$ cat src/rtl/tc_pl_pkg.sv
// tc_pl_pkg: shared widths and FSM state encoding for the ADC sample merger.
// Contents: ADC0_0 (sample width), ADC0_1 (merged word width), ADC0_2 (phase width), state_t.
package tc_pl_pkg;
   localparam int ADC0_0 = 14;
   localparam int ADC0_1 = 4 * ADC0_0;
   localparam int ADC0_2 = 2;
   typedef enum logic [1:0] {
      IDLE  = 2'd0,
      SKIP  = 2'd1,
      PACK  = 2'd2,
      DRAIN = 2'd3
   } state_t;
endpackage

$ cat src/rtl/tc_pl_merge_fifo.sv
// tc_pl_merge_fifo: synchronous show-ahead FIFO with full/empty flags.
// Ports: clk125/rst (async active-high), push/wdata (write side), rd_rdy (consumer ready),
//        rdata/valid (head word, not-empty), full, drop (push lost because full and no pop).
module tc_pl_merge_fifo #(
   parameter int W  = 56,
   parameter int AW = 3
) (
   input  logic         clk125,
   input  logic         rst,
   input  logic         push,
   input  logic [W-1:0] wdata,
   input  logic         rd_rdy,
   output logic [W-1:0] rdata,
   output logic         valid,
   output logic         full,
   output logic         drop
);
   localparam int D = 1 << AW;
   logic [W-1:0] mem [D];
   logic [AW:0]  wp, rp;
   logic         empty, pop, wr;
   // Extra pointer bit distinguishes full from empty when the addresses match.
   assign empty = wp == rp;
   assign full  = (wp[AW] != rp[AW]) && (wp[AW-1:0] == rp[AW-1:0]);
   assign pop   = !empty && rd_rdy;
   // A pop on the same edge frees the slot, so a push at full still lands.
   assign wr    = push && (!full || pop);
   assign drop  = push && full && !pop;
   assign valid = !empty;
   assign rdata = empty ? '0 : mem[rp[AW-1:0]];
   always_ff @(posedge clk125 or posedge rst) begin
      if (rst) begin
         wp <= '0;
         rp <= '0;
      end else begin
         if (wr) wp <= wp + (AW+1)'(1);
         if (pop) rp <= rp + (AW+1)'(1);
      end
   end
   always_ff @(posedge clk125) begin
      if (wr) mem[wp[AW-1:0]] <= wdata;
   end
endmodule

$ cat src/rtl/tc_pl_merge.sv
// tc_pl_merge: packs four consecutive ADC samples into one word and streams words out.
// Ports: clk125, rst (async active-high); Gc_adc_data/Gc_adc_of (sample, overrange);
//        Gc_cap_trig/Gc_cap_phase/Gc_cap_len (capture request), Gc_capr_rdy (idle);
//        Gc_merge_data/Gc_mereg_datv/Gc_mereg_datr (show-ahead word stream);
//        merge_done (completion pulse), merge_of/merge_ovf (sticky overrange / FIFO overflow).
module tc_pl_merge #(
   parameter int ADC0_0  = 14,
   parameter int ADC0_1  = 56,
   parameter int ADC0_2  = 2,
   parameter int LEN_W   = 16,
   parameter int FIFO_AW = 3
) (
   input  logic              clk125,
   input  logic              rst,
   input  logic [ADC0_0-1:0] Gc_adc_data,
   input  logic              Gc_adc_of,
   input  logic              Gc_cap_trig,
   input  logic [ADC0_2-1:0] Gc_cap_phase,
   input  logic [LEN_W-1:0]  Gc_cap_len,
   output logic              Gc_capr_rdy,
   output logic [ADC0_1-1:0] Gc_merge_data,
   output logic              Gc_mereg_datv,
   input  logic              Gc_mereg_datr,
   output logic              merge_done,
   output logic              merge_of,
   output logic              merge_ovf
);
   import tc_pl_pkg::*;
   state_t              st;
   logic [ADC0_2-1:0]   skip_cnt;
   logic [LEN_W-1:0]    len_r, cnt, cnt_nxt;
   logic [1:0]          lane;
   logic [3*ADC0_0-1:0] acc;
   logic [ADC0_0-1:0]   samp;
   logic                push, full, drop;
   assign samp        = Gc_adc_of ? '1 : Gc_adc_data;
   assign push        = (st == PACK) && (lane == 2'd3);
   assign cnt_nxt     = cnt + LEN_W'(1);
   assign Gc_capr_rdy = st == IDLE;
   tc_pl_merge_fifo #(.W(ADC0_1), .AW(FIFO_AW)) u_fifo (
      .clk125 (clk125),
      .rst    (rst),
      .push   (push),
      .wdata  ({samp, acc}),
      .rd_rdy (Gc_mereg_datr),
      .rdata  (Gc_merge_data),
      .valid  (Gc_mereg_datv),
      .full   (full),
      .drop   (drop)
   );
   always_ff @(posedge clk125 or posedge rst) begin
      if (rst) begin
         st         <= IDLE;
         skip_cnt   <= '0;
         len_r      <= '0;
         cnt        <= '0;
         lane       <= '0;
         acc        <= '0;
         merge_done <= 1'b0;
         merge_of   <= 1'b0;
         merge_ovf  <= 1'b0;
      end else begin
         merge_done <= 1'b0;
         if (drop) merge_ovf <= 1'b1;
         case (st)
            IDLE: if (Gc_cap_trig) begin
               skip_cnt  <= Gc_cap_phase;
               len_r     <= Gc_cap_len;
               cnt       <= '0;
               lane      <= '0;
               merge_of  <= 1'b0;
               merge_ovf <= 1'b0;
               // A zero-length request skips sampling entirely, whatever the phase.
               st <= (Gc_cap_len == '0) ? DRAIN : (Gc_cap_phase != '0) ? SKIP : PACK;
            end
            SKIP: begin
               skip_cnt <= skip_cnt - ADC0_2'(1);
               if (skip_cnt == ADC0_2'(1)) st <= PACK;
            end
            PACK: begin
               lane <= lane + 2'd1;
               if (Gc_adc_of) merge_of <= 1'b1;
               // The fourth sample goes straight into the FIFO word, not into acc.
               if (lane != 2'd3) acc[lane*ADC0_0 +: ADC0_0] <= samp;
               else begin
                  cnt <= cnt_nxt;
                  if (cnt_nxt == len_r) st <= DRAIN;
               end
            end
            DRAIN: if (!Gc_mereg_datv) begin
               merge_done <= 1'b1;
               st         <= IDLE;
            end
            default: st <= IDLE;
         endcase
      end
   end
endmodule
$ cat config.mk
export PLATFORM = sky130hd
export DESIGN_NAME = tc_pl_merge
export DESIGN_NICKNAME = d
export VERILOG_FILES = /design/src/rtl/tc_pl_pkg.sv /design/src/rtl/tc_pl_merge_fifo.sv /design/src/rtl/tc_pl_merge.sv
export SDC_FILE = /design/constraint.sdc
export NUM_CORES = 1
export LEC_CHECK = 0
export BUFFER_PORTS_ARGS = -buffer_cell sky130_fd_sc_hd__buf_4
export CORE_AREA = 2 2 177 214
export DETAILED_ROUTE_END_ITERATION = 16
export DIE_AREA = 0 0 179 216
export PLACE_DENSITY_LB_ADDON = 0.15
export SLEW_MARGIN = 40
export SYNTH_ARGS = -nofsm -noshare
export SYNTH_HDL_FRONTEND = slang
export SYNTH_SLANG_ARGS = --single-unit
$ cat constraint.sdc
create_clock -name clk125 -period 8.3 [get_ports clk125]
set_clock_uncertainty 0.1 [all_clocks]
set_input_delay 1.66 -clock clk125 [delete_from_list [all_inputs] [get_ports clk125]]
set_output_delay 1.66 -clock clk125 [all_outputs]
set_load 0.02 [all_outputs]
# Yosys cells after proc, flatten, opt, wreduce, memory -nomap -nowiden
# Memories as Yosys holds them, arrays and structs flattened.
# Index checks and enable logic that the tools add are counted.
[word_totals]
ff_bits = 91
ram_bits = 448
input_bits = 37
output_inout_bits = 61
elab_cells = 87
n_memories = 1
[mem_list]
columns = ["name", "depth", "word_bits", "read_ports", "rd_clocked_by_memory_dff", "wr", "line", "text"]
rows = [
  ["u_fifo.mem", 8, 56, 1, 0, 1, "tc_pl_merge_fifo.sv:19", "logic [W-1:0] mem [D];"],
]
[op_classes]
n_addsub = 6
mul = 1
n_eq_ne = 16
shift = 2
mux = 28
reduce_logical = 22
[op_table]
columns = ["operator", "count"]
rows = [
  ["two-way mux 56 bit", 1],
  ["bitwise mux 42 bit", 1],
  ["variable shift 14 x 34 -> 42 bit (first input constant)", 1],
  ["variable part select 14 x 34 -> 42 bit", 1],
  ["negator 6 -> 34 bit", 1],
  ["two-way mux 16 bit", 2],
  ["one-hot mux 16 bit (2 select lines)", 1],
  ["two-way mux 2 bit", 9],
  ["adder 16 x 1 -> 16 bit (second input constant)", 1],
  ["equality test 16 bit", 1],
  ["zero test 16 bit", 1],
  ["two-way mux 14 bit", 1],
  ["!= test 2 bit (second input constant)", 5],
  ["two-way mux 1 bit", 9],
  ["adder 4 x 1 -> 4 bit (second input constant)", 2],
  ["one-hot mux 2 bit (2 select lines)", 2],
  ["one-hot mux 2 bit (4 select lines)", 1],
  ["AND reduction 2 bit", 4],
  ["equality test 2 bit (second input constant)", 3],
  ["logical AND 1 bit", 6],
  ["AND reduction 3 bit", 2],
  ["nonzero test 2 bit", 3],
  ["multiplier 2 x 3 -> 5 bit (second input constant)", 1],
  ["AND reduction 5 bit", 1],
  ["11 further kinds", 15],
]

# Longest topological paths before layout
# Gate-level depths: netlist of run 1.
[logic_depth]
ltp_word = 8
mapped_depth = 11
ltp_nobuf = 9

# By module
# From an unflattened synthesis of run 1, not the netlist that was laid out.
[unflattened]
cells_unflattened = 1207
hier_area_um2 = 21992.3
[by_module_without_submodules]
columns = ["module", "n_inst", "cells_per_inst", "area_per_inst_um2"]
rows = [
  ["tc_pl_merge_fifo", 1, 768, 17630.7],
  ["tc_pl_merge", 1, 439, 4361.7],
]

# Least setup slack after synthesis of run 1
# No wires, ideal clock.
[synth_path]
path_kind = "input to register"
from = "input Gc_mereg_datr"
to = "memory u_fifo.mem[1][0], enable pin"
setup_ns = 0.550
arrival_ns = 6.339
required_time_ns = 7.650
path_slack_ns = 1.311
path_stages = 4
path_cell_list = "nor2_1 > a21oi_1 > nand2b_1 > nor3b_1"
[synth_between]
elab_chain_cells = 5
[synth_rtl]
columns = ["element", "line", "text"]
rows = [
  ["start, declared", "tc_pl_merge.sv:23", "input logic Gc_mereg_datr,"],
  ["logical AND 1 bit", "tc_pl_merge_fifo.sv:25", "assign pop = !empty && rd_rdy;"],
  ["logical OR 1 bit", "tc_pl_merge_fifo.sv:27", "assign wr = push && (!full || pop);"],
  ["logical AND 1 bit", "tc_pl_merge_fifo.sv:27", ""],
  ["two-way mux 1 bit", "tc_pl_merge_fifo.sv:41", "if (wr) mem[wp[AW-1:0]] <= wdata;"],
  ["two-way mux 1 bit (implied by the code)", "tc_pl_merge_fifo.sv:41", ""],
  ["end, declared", "tc_pl_merge_fifo.sv:19", ""],
]
# No other way between the ends.

# Final worst setup path of run 1
[layout_path]
from = "register u_fifo.rp[0]"
to = "output Gc_merge_data[49]"
[layout_between]
elab_chain_cells = 2
[layout_rtl]
columns = ["element", "line", "text"]
rows = [
  ["start, declared", "tc_pl_merge_fifo.sv:20", "logic [AW:0] wp, rp;"],
  ["start signal, assigned", "tc_pl_merge_fifo.sv:37", "if (pop) rp <= rp + (AW+1)'(1);"],
  ["memory read (8 x 56 bit) or equality test 4 bit (tied branches)", "n/a", ""],
  ["two-way mux 56 bit (*)", "tc_pl_merge_fifo.sv:30", "assign rdata = empty ? '0 : mem[rp[AW-1:0]];"],
  ["end, declared", "tc_pl_merge.sv:21", "output logic [ADC0_1-1:0] Gc_merge_data,"],
]
# Every way passes the cells marked *; elsewhere a longest branch is shown, timed or not.

==> results of run 1 <==
==> flip-flops by register name, indices dropped and copies added, names as in the netlist <==
signal,count
merge_of,1
cnt,16
u_fifo.wp,4
acc,42
merge_ovf,1
u_fifo.rp,4
st,2
merge_done,1
skip_cnt,2
len_r,16
u_fifo.mem,448
lane,2
==> synth_stat cells (all sizes together), types with 20 or more instances <==
cell / instances / area [um2]
buf: 36 / 161.4
edfxtp: 448 / 13450
clkbuf: 42 / 157.7
inv: 20 / 75.07
a21oi: 25 / 128.9
mux2i: 58 / 580.6
nor2: 105 / 394.1
nand2: 55 / 206.5
a22o: 24 / 210.2
mux4: 112 / 2522
dfrtp: 91 / 2277
o21ai: 58 / 290.3
==> worst paths after layout <==
kind                               from  slack, ps  cells past startpoint           endpoint
setup / recovery           u_fifo.rp[0]       3260                      6  Gc_merge_data[49]
hold / removal                merge_ovf        400                      1          merge_ovf
setup reg to reg           u_fifo.rp[1]       4660                      9              st[0]
hold reg to reg               merge_ovf        400                      1          merge_ovf
max in group asynchronous           rst       6140                      3       u_fifo.rp[1]
min in group asynchronous           rst        980                      2          merge_ovf
==> per-stage QoR <==
step | instances | utilization | hold WS (ps)
2_1_floorplan | 1274 | - | 361.9
3_3_place_gp | 1787 | 0.6384 | 375.1
3_5_place_dp | 1791 | 0.6403 | 386.5
4_1_cts | 1881 | 0.6860 | 399.0
5_1_grt | 1882 | 0.6868 | 410.9
6_report | 1882 | 0.6868 | 398.2
==> layout by cell type, fill, tap and decap left out, drive strengths merged, types with 4 or more instances in the layout <==
master	synthesis	layout
edfxtp	448	448
buf	36	122
mux4	112	112
nor2	105	105
dfrtp	91	91
clkbuf	42	77
mux2i	58	58
o21ai	58	58
nand2	55	55
a21oi	25	25
a22o	24	24
inv	20	20
xnor2	18	18
mux2	18	18
nand3	17	17
xor2	16	16
ha	13	13
and2	11	11
o31ai	10	10
a31oi	10	10
clkinv	0	10
nor3	9	9
a211oi	8	8
nand4	7	7
and3	7	7
or2	5	5
nor4	5	5
nor3b	5	5
nand2b	4	4
==> cell families after synthesis <==
family                     after synthesis  share of synthesized area
muxes                                  188                     0.1497
DFF                                    539                     0.7123
AOI/OAI and AO/OA                      161                    0.04850
and+or+nand+nor                        241                    0.05088
adders and majority gates               13                   0.007365
buffers and inverters                   98                    0.01785
xor gates and xnor gates                34                    0.01348
==> layout make-up <==
class	count	area, um2
clock buffer	77	1523
fill	2368	11440
inverter	20	77.57
sequential	539	15740
tap	474	593.1
clock inverter	13	146.4
timing repair buffer	122	979.7
multi-input combinational	637	6016
==> report_power, final <==
part           internal, mW  switching [mW]  leakage, nW  total (mW)
Clock                  1.35           0.936        0.824        2.29
Sequential             3.32           0.396         5.27        3.71
Combinational          1.35            1.62         2.82        2.97
==> layer usage <==
| layer | track usage | wire length [um] | part of all wire |
|---|---|---|---|
| met1 | 0.3551 | 19210 | 0.42 |
| met2 | 0.3913 | 22290 | 0.49 |
| met3 | 0.03171 | 2623 | 0.058 |
| met4 | 0.06829 | 1079 | 0.024 |
| met5 | 0 | 0 | 0 |
==> flow_metrics.tcl, run 1 <==
set metrics [dict create \
    drcViolationCount 0 \
    cts_tree "yes" \
    core_area_um2 36510 \
    slew_violations 0 \
    antenna_found_initial 0 \
    clockBufferDepth 3 \
    timing.final.crit_period_ps 5039 \
    wl_per_cell_um 24.02 \
    synth-seq-cells 539 \
    htree_num_levels 2 \
    p_per_area_nw_per_um2 357.9 \
    critPathCaptureType "output port" \
    fin_tns_setup_ps 0 \
    hold_viol 0 \
    dieHeight_um 216 \
    critical-path-top-delay-family "buffers and inverters" \
    rows 77 \
    numPortBuffers 97 \
    globalRouteOverflowTotal 0 \
    crit_top_cell "buf_12" \
    peakVddDrop_uv 228.7 \
    syn_to_final_growth_pct 13.55 \
    clk_pin_slew_ps 60 \
    fin_ws_ps 3261 \
    leakage_nw 8.923 \
    worst_pin_slew_ps 806.9 \
    die_x_um 179 \
    gp_congestion 0.8724 \
    fin_crit_sh 0.6071 \
    placed_area_um2 23380 \
    final_cell_area_um2 25080 \
    required_ps 6540 \
    dp_slack_ps 3703 \
    first_pass_iters 5 \
    cts_resized 0 \
    synthFlopType "edfxtp_1" \
    place_hpwl_um 26240 \
    drtIter0Drc 1134 \
    critPathMaxFanout 79 \
    fmax_ghz 0.1985 \
    relSlewSlack 0.4621 \
    cts_sinks 539 \
    cts_inserted_buffers 48 \
    grt_max_degree 80 \
    max_stage_delay_ps 670 \
    vias 11770 \
    critical_path_arrival_ps 3280 \
    avgSynthCellArea_um2 17.34 \
    grt_usage 0.2429 \
    ys_types 61 \
    die-area_um2 38660 \
    grt_pass1_wl_um 69980 \
    totalWireLength_um 45200 \
    synth-async-reset-ratio 0.1688 \
    maxCapViolations 0 \
    power_mw 8.975 \
    grt_pass1_vias 11840 \
    finalSetupViolations 0 \
    io_pins 98 \
    hold_path_class "flop to flop" \
    syn_nets 1324 \
    syn-cell-area_um2 22080 \
    status "completed" \
    synth_cells 1274 \
    clock_latency_ps 570 \
    cpMaxStageDelayCell "dfrtp_4" \
    worstSetupStartpointType "flop" \
    path_buf_inv 3 \
    path_class "flop to output port" \
    path_cells "buf_12, buf_12, mux4_2, mux2i_1, nor2_1, buf_4" \
    ys_seq_area_frac 0.7123 \
    clockRootBuffer "clkbuf_16" \
    drive_above_1_share 0.2536 \
    yosysWarnings 0 \
    holdBufCountCts 0 \
    rsz0062_at_grt "no" \
    ant_nets 0 \
    final_nets 1418 \
    synth_edf_count 448 \
    cts_setup_buffers 0 \
    viasPerCell 6.254 \
    start_util 0.6048 \
    antenna_cells 0 \
]
Note: power is estimated with default switching activity, not from simulation.
==> run 2, diff against run 1 <==
--- a/config.mk
+++ b/config.mk
@@ -6,9 +6,9 @@
 export NUM_CORES = 1
 export LEC_CHECK = 0
 export BUFFER_PORTS_ARGS = -buffer_cell sky130_fd_sc_hd__buf_4
-export CORE_AREA = 2 2 177 214
+export CORE_AREA = 2 2 186 225
 export DETAILED_ROUTE_END_ITERATION = 16
-export DIE_AREA = 0 0 179 216
+export DIE_AREA = 0 0 188 227
 export PLACE_DENSITY_LB_ADDON = 0.15
 export SLEW_MARGIN = 40
 export SYNTH_ARGS = -nofsm -noshare
==> constraint.sdc (replaced) <==
create_clock -name clk125 -period 4.1 [get_ports clk125]
set_clock_uncertainty 0.1 [all_clocks]
set_input_delay 0.82 -clock clk125 [delete_from_list [all_inputs] [get_ports clk125]]
set_output_delay 0.82 -clock clk125 [all_outputs]
set_load 0.02 [all_outputs]
==> run 2 against run 1 <==
Effect of this change: die area is 10% higher; global-route usage shrank 2.1 points; final area up 0.51%; largest cell class unchanged; largest power group unchanged.
==> flow_metrics.tcl, run 2 (synthesis gave the netlist of run 1 again) <==
set metrics [dict create \
    status "completed" \
    globalRouteOverflowTotal 0 \
    whs_ps 251.2 \
    fin_tns_setup_ps 0 \
    dp_cells 1859 \
    cpMaxStageDelayCell "dfrtp_1" \
    drive_above_1_share 0.2555 \
    clock_latency_ps 560 \
    rsz0062_at_grt "no" \
    fin_util 0.6233 \
    layout.cells.non_filler 1952 \
    final_common_cell "edfxtp_1" \
    largest_reg_flops 448 \
    numPortBuffers 97 \
    syn_to_final_growth_pct 14.13 \
    totalWireLength_um 46030 \
    hold_path_class "primary input to asynchronous set/reset pin" \
    fin_ws_ps 278.4 \
    p_int_mw 12.19 \
    placed_area_um2 23540 \
    clockRootBuffer "clkbuf_16" \
    cts_resized 0 \
    gp_congestion 0.8631 \
    power_mw 18.27 \
    drtIter0Drc 1018 \
    required_ps 3180 \
    final_nets 1423 \
    viasPerCell 5.947 \
    antenna_found_initial 0 \
    peakVddDrop_uv 495.7 \
    sw_frac_of_total 0.3331 \
    holdBufCountCts 0 \
    critical-path-top-delay-family "simple AND/OR/NAND/NOR gates" \
    path_cells "xor2_1, nor3_2, and2_4, buf_4, nor2_1, buf_4" \
    critPathCaptureType "output port" \
    core_area_um2 40440 \
    timing.final.crit_period_ps 3822 \
    io_pins 98 \
    clk_pin_slew_ps 60 \
    slew_violations 0 \
    drcViolationCount 0 \
    path_class "flop to output port" \
    p_comb_frac 0.341 \
    worstSetupStartpointType "flop" \
    dp_slack_ps 837.2 \
    start_util 0.5461 \
    fin_crit_sh 0.9321 \
    grt_max_degree 116 \
    cts_inserted_buffers 51 \
    grt_pass1_vias 11860 \
    p_per_area_nw_per_um2 724.9 \
    leakage_nw 8.959 \
    rows 81 \
    place_hpwl_um 26780 \
    maxCapViolations 0 \
    wl_per_cell_um 23.58 \
    grt_pass1_wl_um 70950 \
    dieHeight_um 227 \
    hold_viol 0 \
    critPathMaxFanout 42 \
    antenna_cells 0 \
    htree_num_levels 2 \
    layout_common_cells "edfxtp_1, buf_4, mux4_2" \
    clockBufferDepth 3 \
    die_x_um 188 \
    path_buf_inv 2 \
    seqPwrFrac 0.404 \
    max_stage_delay_ps 730 \
    critical_path_arrival_ps 2900 \
    ant_nets 0 \
    cts_sinks 539 \
    grt_usage 0.2219 \
    vias 11610 \
    fmax_ghz 0.2617 \
    cts_tree "yes" \
    cts_setup_buffers 0 \
    worst_pin_slew_ps 786.4 \
    crit_top_cell "buf_4" \
    die-area_um2 42680 \
    clkPwrFrac 0.256 \
    first_pass_iters 5 \
    final_cell_area_um2 25210 \
    net-switching-power_mw 6.087 \
    relSlewSlack 0.4745 \
    finalSetupViolations 0 \
]
-- run 2: cell types whose count changed in the layout (fill, tap and decap cells not counted), moves of 4 or more --
cell	previous run	this run
clkbuf_8	12	6
clkinv_2	5	11
nor3b_2	4	0
nor3b_4	0	4
-- run 2: final timing paths --
check | from | endpoint | slack, ps | cells past startpoint
setup / recovery | u_fifo.wp[0] | Gc_merge_data[36] | 280 | 6
hold / removal | rst | merge_ovf | 250 | 2
setup reg to reg | st[0] | u_fifo.mem[3][55] | 870 | 7
hold reg to reg | u_fifo.rp[3] | u_fifo.rp[3] | 390 | 1
max in group asynchronous | rst | acc[4] | 2890 | 3
min in group clk125 | u_fifo.rp[3] | u_fifo.rp[3] | 390 | 1
-- run 2: layout make-up --
class / instances / area (um2)
timing repair buffer: 124 / 1006
sequential: 539 / 15740
inverter: 20 / 77.57
clock inverter: 28 / 269.0
fill: 2935 / 15230
multi-input combinational: 637 / 6048
clock buffer: 65 / 1389
tap: 539 / 674.4
-- run 2: power by group through the flow --
stage | clock [mW] | sequential (mW) | combinational (mW)
2_1_floorplan | 0 | 7.15 | 4.51
3_3_place_gp | 0 | 7.45 | 6.25
3_5_place_dp | 0 | 7.50 | 6.30
4_1_cts | 4.75 | 7.39 | 6.32
5_1_grt | 4.95 | 7.47 | 6.75
6_report | 4.67 | 7.37 | 6.23
-- run 2: layer usage --
layer / wire [um] / track usage / vias up
met2: 22970 / 0.3760 / 300
met1: 20070 / 0.3049 / 6047
li1: - / - / 5202
met3: 1978 / 0.03052 / 59
met4: 1010 / 0.06604 / 0
met5: 0 / 0 / -
==> run 3, diff against run 2 <==
--- a/config.mk
+++ b/config.mk
@@ -5,10 +5,10 @@
 export SDC_FILE = /design/constraint.sdc
 export NUM_CORES = 1
 export LEC_CHECK = 0
-export BUFFER_PORTS_ARGS = -buffer_cell sky130_fd_sc_hd__buf_4
-export CORE_AREA = 2 2 186 225
+export CORE_AREA = 2 2 183 221
 export DETAILED_ROUTE_END_ITERATION = 16
-export DIE_AREA = 0 0 188 227
+export DIE_AREA = 0 0 185 223
+export DONT_BUFFER_PORTS = 1
 export PLACE_DENSITY_LB_ADDON = 0.15
 export SLEW_MARGIN = 40
 export SYNTH_ARGS = -nofsm -noshare
==> run 3 against run 2 <==
Effect of this change: power shrank 3.6%; critical endpoint is now Gc_merge_data[21]; hold slack lost 140 ps; combinational power shrank 13%; cell count shrank 5.1%; register-to-register slack gained 50 ps; wire length shrank 2.4%; clock power grew 4%; non-clock buffer count shrank 96.
==> flow_metrics.tcl, run 3 (synthesis gave the netlist of run 1 again) <==
set metrics [dict create \
    viasPerCell 6.092 \
    dp_slack_ps 905.0 \
    p_per_area_nw_per_um2 716.1 \
    holdBufCountCts 0 \
    relSlewSlack 0.4652 \
    r2r-start "st[0]" \
    clk_pin_slew_ps 60 \
    antenna_found_initial 2 \
    fmax_ghz 0.2699 \
    finalSetupViolations 0 \
    dieHeight_um 223 \
    fin_util 0.6271 \
    critical_path_arrival_ps 2780 \
    layout.cells.non_filler 1853 \
    cts_inserted_buffers 50 \
    first_pass_iters 7 \
    clockBufferDepth 3 \
    placed_area_um2 22830 \
    numPortBuffers 0 \
    grt_max_degree 116 \
    maxCapViolations 0 \
    gp_congestion 0.8437 \
    clock_latency_ps 580 \
    final_nets 1326 \
    io_pins 98 \
    layout_common_cells "edfxtp_1, mux4_2, nor2_1" \
    cpMaxStageDelayCell "dfrtp_1" \
    core_area_um2 39240 \
    fin_crit_sh 0.9035 \
    timing.final.crit_period_ps 3704 \
    drive_above_1_share 0.2026 \
    r2r_end "u_fifo.mem[4][2]" \
    totalWireLength_um 44940 \
    grt_pass1_wl_um 69040 \
    grt_pass1_vias 11510 \
    cts_tree "yes" \
    path_cells "xor2_1, nor3_2, and2_4, buf_4, nor2_1" \
    power_mw 17.62 \
    reg2reg_depth 7 \
    fin_ws_ps 395.6 \
    globalRouteOverflowTotal 0 \
    die_x_um 185 \
    clockRootBuffer "clkbuf_16" \
    dp_cells 1756 \
    wl_per_cell_um 24.25 \
    hold_viol 0 \
    fin_tns_setup_ps 0 \
    worst_pin_slew_ps 799.9 \
    ant_nets 0 \
    leakage_nw 8.549 \
    critPathMaxFanout 30 \
    place_hpwl_um 26510 \
    rsz0062_at_grt "no" \
    largest_reg_flops 448 \
    peakVddDrop_uv 553.2 \
    worstSetupStartpointType "flop" \
    cts_sinks 539 \
    cts_setup_buffers 0 \
    slew_violations 0 \
    cts_resized 0 \
    final_cell_area_um2 24610 \
    max_stage_delay_ps 700 \
    rows 80 \
    syn_to_final_growth_pct 11.42 \
    vias 11290 \
    whs_ps 113.9 \
    critPathCaptureType "output port" \
    rrSetupSlack_ps 920 \
    grt_usage 0.2245 \
    die-area_um2 41260 \
    final_common_cell "edfxtp_1" \
    start_util 0.5629 \
    status "completed" \
    drtIter0Drc 961 \
    htree_num_levels 2 \
    required_ps 3180 \
    drcViolationCount 0 \
    path_class "flop to output port" \
    hold_path_class "primary input to asynchronous set/reset pin" \
]
-- run 3: changes by cell type in the layout (fill, tap and decap cells not counted), moves of 2 or more --
cell	previous run	this run
clkinv_1	7	9
buf_12	6	8
clkbuf_8	6	2
diode_2	0	2
clkbuf_1	8	4
buf_4	118	19
clkbuf_16	51	55
-- run 3: report_power, final --
| part | internal [mW] | switching [mW] |
|---|---|---|
| Sequential | 6.72 | 0.668 |
| Combinational | 2.11 | 3.28 |
| Clock | 2.86 | 2.00 |
-- run 3: worst max-delay path by stage --
stage | from | end | slack [ps]
3_3_place_gp | st[0] | u_fifo.mem[4][38] | 980
6_report | u_fifo.wp[0] | Gc_merge_data[21] | 400
5_1_grt | u_fifo.wp[0] | Gc_merge_data[21] | 170
4_1_cts | u_fifo.wp[0] | Gc_merge_data[21] | 310
2_1_floorplan | st[0] | u_fifo.mem[1][0] | -190
3_5_place_dp | st[0] | u_fifo.mem[4][32] | 910
-- run 3: layout make-up --
type | instances | area (um2)
tap | 533 | 666.9
inverter | 20 | 80.08
multi-input combinational | 637 | 6046
sequential | 539 | 15740
antenna | 2 | 5.005
clock buffer | 61 | 1419
clock inverter | 33 | 335.3
timing repair buffer | 28 | 314.1
fill | 2848 | 14630
-- run 3: critical path: cells and delay by family, from the launching register on --
family	cells	cell delay [ps]
buffers and inverters	1	400
flip-flops	1	700
AND/OR/NAND/NOR	3	920
XOR/XNOR	1	150
-- run 3: metal layers --
metal	share of wire	GRT usage	wire (um)
met1	0.42	0.3148	18860
met3	0.063	0.04783	2845
met2	0.50	0.3641	22290
met5	0.00029	0	13
met4	0.021	0.05709	928
